## src/rtl/pipe_pkg.sv

```systemverilog
// rtl/pipe_pkg.sv - shared stage widths, control-bit indices and stage-buffer state encoding
package pipe_pkg;

  localparam int IF_ID_CTRL_W  = 4;
  localparam int IF_ID_DATA_W  = 64;
  localparam int ID_EX_CTRL_W  = 8;
  localparam int ID_EX_DATA_W  = 128;
  localparam int EX_MEM_CTRL_W = 5;
  localparam int EX_MEM_DATA_W = 106;
  localparam int MEM_WB_CTRL_W = 2;
  localparam int MEM_WB_DATA_W = 69;

  localparam int CTRL_REGWRITE  = 0;
  localparam int CTRL_MEMTOREG  = 1;
  localparam int CTRL_MEMREAD   = 2;
  localparam int CTRL_MEMWRITE  = 3;
  localparam int CTRL_ALUOP_LSB = 4;
  localparam int CTRL_ALUOP_W   = 2;
  localparam int CTRL_ALUSRC    = 6;

  // Encoding doubles as the entry count, so occupancy is the state register itself.
  typedef enum logic [1:0] {
    ST_EMPTY = 2'd0,
    ST_ONE   = 2'd1,
    ST_TWO   = 2'd2
  } buf_state_e;

  function automatic logic [1:0] state_occupancy(input buf_state_e s);
    return 2'(s);
  endfunction

endpackage

```

## src/rtl/pipe_sat_cnt.sv

```systemverilog
// rtl/pipe_sat_cnt.sv - saturating accumulator, sticks at all-ones
module pipe_sat_cnt #(
  parameter int CNT_W = 16,
  parameter int INC_W = 2
) (
  input  logic             clk_i,
  input  logic             rst_i,
  input  logic             en_i,
  input  logic [INC_W-1:0] inc_i,
  output logic [CNT_W-1:0] cnt_o
);

  logic [CNT_W:0] sum;

  assign sum = {1'b0, cnt_o} + {{(CNT_W + 1 - INC_W){1'b0}}, inc_i};

  always_ff @(posedge clk_i) begin
    if (!rst_i) begin
      cnt_o <= '0;
    end else if (en_i) begin
      cnt_o <= sum[CNT_W] ? '1 : sum[CNT_W-1:0];
    end
  end

endmodule

```

## src/rtl/pipe_stage_buf.sv

```systemverilog
// rtl/pipe_stage_buf.sv - ready/valid pipeline stage register with 2-entry skid, flush and stall
// Optional counters enabled by PIPE_STAGE_PERF_EN.
module pipe_stage_buf
  import pipe_pkg::*;
#(
  parameter int CTRL_W = 8,
  parameter int DATA_W = 128,
  parameter int CNT_W  = 16
) (
  input  logic              clk_i,
  input  logic              rst_i,
  input  logic              in_valid_i,
  output logic              in_ready_o,
  input  logic [CTRL_W-1:0] ctrl_i,
  input  logic [DATA_W-1:0] data_i,
  input  logic              stall_i,
  input  logic              flush_i,
  output logic              out_valid_o,
  input  logic              out_ready_i,
  output logic [CTRL_W-1:0] ctrl_o,
  output logic [DATA_W-1:0] data_o,
  output logic [1:0]        occupancy_o,
  output logic [CNT_W-1:0]  stall_cnt_o,
  output logic [CNT_W-1:0]  flush_cnt_o
);

  buf_state_e        state;
  logic [CTRL_W-1:0] m_ctrl, s_ctrl;
  logic [DATA_W-1:0] m_data, s_data;
  logic              accept, fire;

  assign in_ready_o  = (state != ST_TWO) && !stall_i;
  assign out_valid_o = (state != ST_EMPTY) && !stall_i;
  assign accept      = in_valid_i && in_ready_o;
  assign fire        = out_valid_o && out_ready_i;

  // Bubbles must never leak RegWrite/MemWrite downstream; payload is left as-is.
  assign ctrl_o      = out_valid_o ? m_ctrl : '0;
  assign data_o      = m_data;
  assign occupancy_o = state_occupancy(state);

  always_ff @(posedge clk_i) begin
    if (!rst_i) begin
      state  <= ST_EMPTY;
      m_ctrl <= '0;
      m_data <= '0;
      s_ctrl <= '0;
      s_data <= '0;
    end else if (flush_i) begin
      state <= ST_EMPTY;
    end else if (!stall_i) begin
      unique case (state)
        ST_EMPTY: begin
          if (accept) begin
            state  <= ST_ONE;
            m_ctrl <= ctrl_i;
            m_data <= data_i;
          end
        end
        ST_ONE: begin
          if (accept && fire) begin
            m_ctrl <= ctrl_i;
            m_data <= data_i;
          end else if (accept) begin
            state  <= ST_TWO;
            s_ctrl <= ctrl_i;
            s_data <= data_i;
          end else if (fire) begin
            state <= ST_EMPTY;
          end
        end
        ST_TWO: begin
          if (fire) begin
            state  <= ST_ONE;
            m_ctrl <= s_ctrl;
            m_data <= s_data;
          end
        end
        default: state <= ST_EMPTY;
      endcase
    end
  end

`ifdef PIPE_STAGE_PERF_EN
  pipe_sat_cnt #(.CNT_W(CNT_W), .INC_W(2)) u_stall_cnt (
    .clk_i (clk_i),
    .rst_i (rst_i),
    .en_i  (stall_i && !flush_i),
    .inc_i (2'd1),
    .cnt_o (stall_cnt_o)
  );

  pipe_sat_cnt #(.CNT_W(CNT_W), .INC_W(2)) u_flush_cnt (
    .clk_i (clk_i),
    .rst_i (rst_i),
    .en_i  (flush_i),
    .inc_i (occupancy_o),
    .cnt_o (flush_cnt_o)
  );
`else
  assign stall_cnt_o = '0;
  assign flush_cnt_o = '0;
`endif

endmodule

```

## config.mk

```make
export PLATFORM = sky130hd
export DESIGN_NAME = pipe_stage_buf
export DESIGN_NICKNAME = d
export VERILOG_FILES = /design/src/rtl/pipe_pkg.sv /design/src/rtl/pipe_sat_cnt.sv /design/src/rtl/pipe_stage_buf.sv
export SDC_FILE = /design/constraint.sdc
export NUM_CORES = 1
export LEC_CHECK = 0
export ABC_AREA = 1
export CORE_ASPECT_RATIO = 1.5
export CORE_MARGIN = 5
export CORE_UTILIZATION = 46
export CTS_BUF_LIST = sky130_fd_sc_hd__clkbuf_16
export DETAILED_ROUTE_END_ITERATION = 10
export GPL_TIMING_DRIVEN = 0
export PLACE_DENSITY_LB_ADDON = 0.12
export RECOVER_POWER = 25
export SLEW_MARGIN = 5
export SYNTH_ARGS = -nofsm -noshare
export SYNTH_HDL_FRONTEND = slang
export SYNTH_SLANG_ARGS = --single-unit
```

## constraint.sdc

```tcl
create_clock -name clk_i -period 1.7 [get_ports clk_i]
set_clock_uncertainty 0.15 [all_clocks]
set_input_delay 0.425 -clock clk_i [delete_from_list [all_inputs] [get_ports clk_i]]
set_output_delay 0.425 -clock clk_i [all_outputs]
set_load 0.02 [all_outputs]
```

==> metrics.yaml, run 1 <==
status:
  status: "complete, but fails checks"
  violations: "setup timing"
critical_path:
  cp_max_fo: 5
  cp.required_ps: 1120
  arrival_ps: 1460
  timing.rr.end: "data_o[31]"
  path_class: "reg2out"
  reg2reg_slack_ps: -320
  worstSetupEndpointType: "output pin"
  start_kind: "flip-flop"
  r2r_start: "occupancy_o[0]"
  worst-r2r-cell-count: 13
  crit_start: "occupancy_o[1]"
logic_synthesis:
  yosys_warnings: 0
  synth_area_um2: 13400
  synthMuxAreaShare_pct: 0
  synth_seq_cells: 274
  synth-xor-area-share_pct: 0
  ys_seq_area_share_pct: 40.8
  synthAdderAreaFrac_pct: 0
  synth_top_family_by_area: "simple AND/OR/NAND/NOR gates"
  synth_compound_area_share_pct: 10.5
  ys_types: 20
  postSynthAreaPerCell_um2: 6.26
  synth_cells: 2147
  synthSimpleGateAreaFrac_pct: 32.9
hold_path:
  holdCritStartpoint: "rst_i"
  worstHoldPathType: "in2reg"
  whs_path_depth: 3
  hold_end: "data_o[113]"
detailed_routing:
  drt-total-wl_mm: 50.7
  drc_errors: 0
  antenna_left: 0
  vias: 15100
  vias_per_cell: 5.05
  drtIter0Drc: 1029
  wl_per_cell_um: 17.0
  dr.pass1.iters: 9
sta:
  hold_viol_final: 0
  max_slew.worst_pin.slew_ps: 981
  rsz0062_at_grt: "yes"
  period_share_pct: 120
  setup_ws_ps: -339
  setup_viol: 294
  slew_headroom_pct: 34.6
  timing.final.crit_period_ps: 2040
  max_freq_mhz: 491
  slew_viol_final: 0
  holdWs_ps: 292
global_routing:
  grt_pass1_vias: 13700
  grt_usage_pct: 26.1
  grt-ovfl-total: 0
  grt_max_degree: 14
  antenna_found_initial: 4
  grt_pass1_wl_mm: 69.3
final_layout:
  diodes: 0
  fin_util_pct: 75.0
  multi_input_area_um2: 7700
  fillers: 2158
  drive_gt1_share_pct: 30.4
  regArea_um2: 5490
  final_cells: 2985
  layout.nets: 2720
  areaGrowthSynthToFinish_pct: 60.7
pwr:
  fin_total_pwr_w: 0.0173
  powerDensity_nw_per_um2: 803
  peakVddDrop_mv: 0.717
  leakage_nw: 10.6
placed_design:
  gp_congestion: 0.861
  port-buffer-count: 280
  dp_cells: 2848
  post-dp-hpwl_mm: 29.8
  dp_slack_ps: -853
clock_network:
  numCtsBuffers: 28
  htree_levels: 1
  ctsHoldBuffers: 0
  cts_tree: "built"
  cts_sinks: 274
  clk_latency_ps: 550
  cts_root_buf: "clkbuf_16"
  cts_buffer_depth: 3
  clk_pin_slew_worst_paths_ps: 60
floorplan:
  die_w_um: 150
  die_y_um: 219
  core_um2: 28800
  start_util_pct: 46.6
  die_area_um2: 32800
  design.portCount: 314
  std_cell_rows: 76
flow_run:
  drv_cap: 0
-- layout make-up --
cell class / count / area share [%]
multi-input cells: 1430 / 35.6
flip-flops and latches: 274 / 25.4
repair buffers: 371 / 18.6
plain buffers: 180 / 8.97
inverters: 293 / 5.17
clock buffers: 29 / 3.36
well taps: 390 / 2.26
clock inverters: 18 / 0.585
-- repair_timing --
action / CTS / global route
cloned: 25 / 35
resized for setup: 940 / 447
pin swaps: 43 / 175
setup buffers: 29 / 17
endpoints found under the setup margin: 413 / 317
-- registers in the layout, summed over array words and instances (netlist names) --
name,flops
s_data,128
s_ctrl,8
occupancy_o,2
data_o,128
m_ctrl,8
-- worst max-delay path: stages, from the launching register on --
cell	delay, ps
dfxtp_4	400
inv_4	60
nand2_8	100
nand2_8	100
nor2_4	120
buf_6	130
-- through the flow --
stage                     cell area (µm²)  setup TNS [ps]
after CTS                           19200          -28180
after global routing                21600          -74630
final                               21600          -55810
after floorplan                     13600               0
after detailed placement            16900         -218350
after global placement              16900         -222630
-- layer usage --
layer	up-vias	GRT usage, %	share of wire, %
met1	7011	29.9	36
met3	156	5.41	7.5
met4	6	11.0	4.7
met2	596	46.6	51
li1	7296	-	-
met5	-	0	0.095
-- power breakdown --
group | internal [W] | leakage, nW | switching [W]
clock network | 0.00334 | 0.440 | 0.00259
logic | 0.00206 | 7.95 | 0.00244
registers | 0.00672 | 2.23 | 0.000201
-- how the worst max path moves through the flow --
stage / end / slack [ps] / cells after the start
CTS: ctrl_o[5] / -320 / 5
floorplan: s_data[100] / 20 / 12
finish: ctrl_o[7] / -340 / 5
global route: ctrl_o[3] / -380 / 5
global placement: data_o[68] / -880 / 11
detailed placement: data_o[68] / -850 / 11
-- kinds of logic after synthesis --
group                  Yosys count
AOI/OAI and AO/OA              274
DFF                            274
and+or+nand+nor               1123
other                            1
buffers and inverters          475
-- cells in the mapped netlist --
library cell / instances / share of area (%)
nand3_2: 1 / 0.074
buf_1: 6 / 0.17
a21oi_1: 127 / 4.7
nand3_1: 138 / 5.1
buf_4: 42 / 2.3
nand2_1: 561 / 16
nand2_4: 1 / 0.084
inv_2: 6 / 0.17
o21ai_0: 137 / 5.1
nand2_2: 2 / 0.093
clkbuf_1: 45 / 1.3
a21oi_2: 10 / 0.65
buf_8: 2 / 0.22
inv_1: 287 / 8.0
conb_1: 1 / 0.028
nor2_1: 419 / 12
dfxtp_1: 274 / 41
nand3_4: 1 / 0.13
buf_6: 8 / 0.67
buf_2: 79 / 2.9
-- cells in the final DEF (no fill, tap or decap), types with 63 or more instances in the layout --
cell,synthesis,final
nand2_1,561,486
nor2_1,419,338
inv_1,287,292
dfxtp_1,274,271
clkdlybuf4s50_1,0,139
o21ai_0,137,136
buf_2,79,118
a21oi_2,10,97
nand3_2,1,83
clkbuf_16,0,63
Power figures use the tool's default switching activity.
==> inputs of run 2 (changes only) <==
Settings changed: ABC_AREA 1 to default, CORE_UTILIZATION 46 to 44.
==> run 2 against run 1 <==
The run still ends with setup timing left. Clock power fell by 5.9%. Via count fell by 29%. Sequential share of layout area rose by 6.3 points. Final area fell by 20%. Register-to-register slack got worse by 30 ps. Clock-buffer cell count fell by 1. Synthesized cell count fell by 41%. First-iteration DRC count fell by 66%. Sequential power fell by 3.2%. Sequential cell count did not move. Power fell by 19%. Largest power group unchanged.
==> metrics.yaml, run 2 <==
status:
  status: "complete, but fails checks"
  violations: "setup timing"
logic_synthesis:
  synth_area_leaders: "dfxtp_1 (46%), mux2i_1 (11%), o211a_1 (11%), nand2_1 (8.6%), a21boi_0 (6.0%)"
  synth.largest_area_cell: "dfxtp_1"
  synth-xor-area-share_pct: 0.0735  # +0.073 points
  async_flop_share_pct: 0  # unchanged
  synth_compound_area_share_pct: 20.3  # +9.8 points
  synthAdderAreaFrac_pct: 0  # unchanged
  synth_flop_cell: "dfxtp_1"
  ys_top_cells_by_count: "dfxtp_1 (274), nand2_1 (273), mux2i_1 (136), nand3_1 (136), o211a_1 (136)"
  synthSimpleGateAreaFrac_pct: 15.5  # -17 points
  synth_area_um2: 11900  # -11%
  postSynthAreaPerCell_um2: 9.34  # +49%
  synth_top_area_share_pct: 46.0  # +5.2 points
  ys_types: 26  # +30%
  yosysMostFrequentCell: "dfxtp_1"
  synth_cells: 1276  # -41%
  ys_seq_area_share_pct: 46.0  # +5.2 points
  synthMuxAreaShare_pct: 11.4  # +11 points
  synth_edf_count: 0  # unchanged
  yosys_warnings: 0  # unchanged
  synth_top_family_by_area: "compound AO/OA/AOI/OAI gates"
  synth_seq_cells: 274  # unchanged
final_layout:
  multi_input_area_um2: 6450  # -16%
  regArea_um2: 5490  # about the same
  layout.nets: 1801  # -34%
  areaGrowthSynthToFinish_pct: 45.3
  final_cells: 2018  # -32%
  final_cell_mix: "dfxtp_1 (272), nand2_1 (193), clkdlybuf4s50_1 (138), mux2i_1 (136), o211a_1 (136)"
  fillers: 2204  # +2.1%
  final_common_cell: "dfxtp_1"
  drive_gt1_share_pct: 28.2  # -2.1 points
critical_path:
  path_class: "reg2out"
  worst-path-stages: 5  # unchanged
  worstSetupEndpointType: "output pin"
  cp_max_fo: 4  # -1
  path_cells: "nand2b_4, buf_6, buf_12, nor2b_4, buf_6"
  worst-path-buf-inv: 3  # +1
  crit_slowest_cell: "dfxtp_4"
  critical_path.most_common_cell: "buf_6"
  start_kind: "flip-flop"
  worst-r2r-cell-count: 9  # -4
  arrival_ps: 1500  # +40 ps
  cp_top_family: "flip-flops"
  max_stage_delay_ps: 360  # -40 ps
  cp.required_ps: 1120  # about the same
clock_network:
  cts_root_buf: "clkbuf_16"
  clk_pin_slew_worst_paths_ps: 70  # about the same
  cts_tree: "built"
  clk_latency_ps: 530  # -20 ps
  htree_levels: 1  # unchanged
  cts_sinks: 274  # unchanged
  numCtsBuffers: 27  # -3.6%
  cts_buffer_depth: 3  # unchanged
floorplan:
  design.portCount: 314  # unchanged
  start_util_pct: 44.7  # -1.9 points
  die_area_um2: 30600  # -6.9%
  core_um2: 26700  # -7.4%
  die_w_um: 144  # -3.4%
  die_y_um: 212  # -3.5%
  std_cell_rows: 73  # -3.9%
pwr:
  peakVddDrop_mv: 0.896  # +25%
  p_switching_w: 0.00351  # -33%
  sw_frac_of_total_pct: 24.9  # -5.2 points
  p_comb_share_pct: 12.8  # -13 points
  leakage_nw: 9.14  # -14%
  fin_total_pwr_w: 0.0141  # -19%
  pwr-share-clk_pct: 39.6  # +5.4 points
  powerDensity_nw_per_um2: 813  # +1.2%
  pwr-share-seq_pct: 47.6  # +7.7 points
  p_int_w: 0.0106  # -13%
sta:
  slew_viol_final: 0  # unchanged
  hold_viol_final: 0  # unchanged
  max_freq_mhz: 482  # -1.7%
  timing.final.crit_period_ps: 2070  # +35.9 ps
  setup-tns-final_ps: -67740  # -11930 ps
  max_slew.worst_pin.slew_ps: 862  # -119 ps
  period_share_pct: 122  # +2.1 points
  setup_viol: 283  # -3.7%
  slew_headroom_pct: 42.5  # +7.9 points
  rsz0062_at_grt: "yes"
  setup_ws_ps: -374  # -35.9 ps
detailed_routing:
  dr.pass1.iters: 5  # -4
  wl_per_cell_um: 18.6  # +9.3%
  vias_per_cell: 5.27  # +4.5%
  drtIter0Drc: 352  # -66%
  antenna_left: 0  # unchanged
  vias: 10600  # -29%
  drc_errors: 0  # unchanged
  drt-total-wl_mm: 37.5  # -26%
global_routing:
  antenna_found_initial: 9  # +5
  grt_max_degree: 15  # +1
  grt_pass1_wl_mm: 56.0  # -19%
  grt-ovfl-total: 0  # unchanged
  grt_pass1_vias: 10800  # -21%
  grt_usage_pct: 22.8  # -3.3 points
placed_design:
  dp_slack_ps: -1080  # -223 ps
  port-buffer-count: 279  # -0.36%
  dp_cells: 1923  # -32%
  post-dp-hpwl_mm: 25.4  # -15%
  gp_congestion: 0.804  # -6.6%
hold_path:
  whs_path_depth: 3  # unchanged
  worstHoldPathType: "in2reg"
flow_run:
  drv_cap: 0  # unchanged
[run 2: per-stage QoR]
stage / cell area, µm² / hold slack (ps) / util [%]
after floorplan: 12100 / 287 / -
after global routing: 17300 / 96.2 / 65.0
after detailed placement: 15300 / 298 / 57.4
after CTS: 16600 / 56.2 / 62.3
final: 17300 / 85.0 / 65.0
after global placement: 15300 / 294 / 57.4
[run 2: logic make-up after synthesis]
group / count (synthesis)
AND/OR/NAND/NOR: 433
AO/OA/AOI/OAI: 278
flip-flops: 274
buffers and inverters: 153
multiplexers: 136
XOR/XNOR: 1
other: 1
[run 2: area by class of cell]
cell class,instances,area share (%)
timing repair buffer,324,17.0
buffer,151,6.87
clock inverter,18,0.599
tap,337,2.43
sequential,274,31.7
clock buffer,28,4.04
antenna,5,0.0722
multi-input combinational,881,37.2
[run 2: path summary, 6_finish.rpt]
check	from	endpoint	slack [ps]
hold / removal	stall_i	occupancy_o[0]	90
setup / recovery	occupancy_o[0]	in_ready_o	-370
setup reg to reg	occupancy_o[0]	data_o[87]	-350
hold reg to reg	s_ctrl[7]	s_ctrl[7]	300
[run 2: what timing repair did]
action,in CTS,in global routing
resized for setup,820,182
hold buffers,0,0
gates cloned,17,3
setup buffers,20,9
endpoints found under the setup margin,412,287
pin swaps,16,76
[run 2: routing by layer]
layer	global-route usage [%]	share of wire (%)	up-vias
met4	8.85	3.0	8
met3	4.81	6.6	74
met1	25.4	38	5072
li1	-	-	5182
met2	41.7	52	305
met5	0	0.14	-
[run 2: worst register-to-register path, stage by stage (launching register included)]
cell	delay [ps]
dfxtp_4	370
buf_2	140
nand3b_1	160
o21ai_4	100
and2_4	170
buf_8	140
buf_12	130
buf_12	140
bufbuf_16	260
o211a_1	200
[run 2: power groups by stage]
stage          combinational [W]  sequential (W)  clock [W]
2_1_floorplan           0.000683         0.00702          0
3_3_place_gp             0.00176         0.00684          0
3_5_place_dp             0.00177         0.00684          0
4_1_cts                  0.00179         0.00670    0.00569
5_1_grt                  0.00193         0.00671    0.00596
6_report                 0.00181         0.00670    0.00558
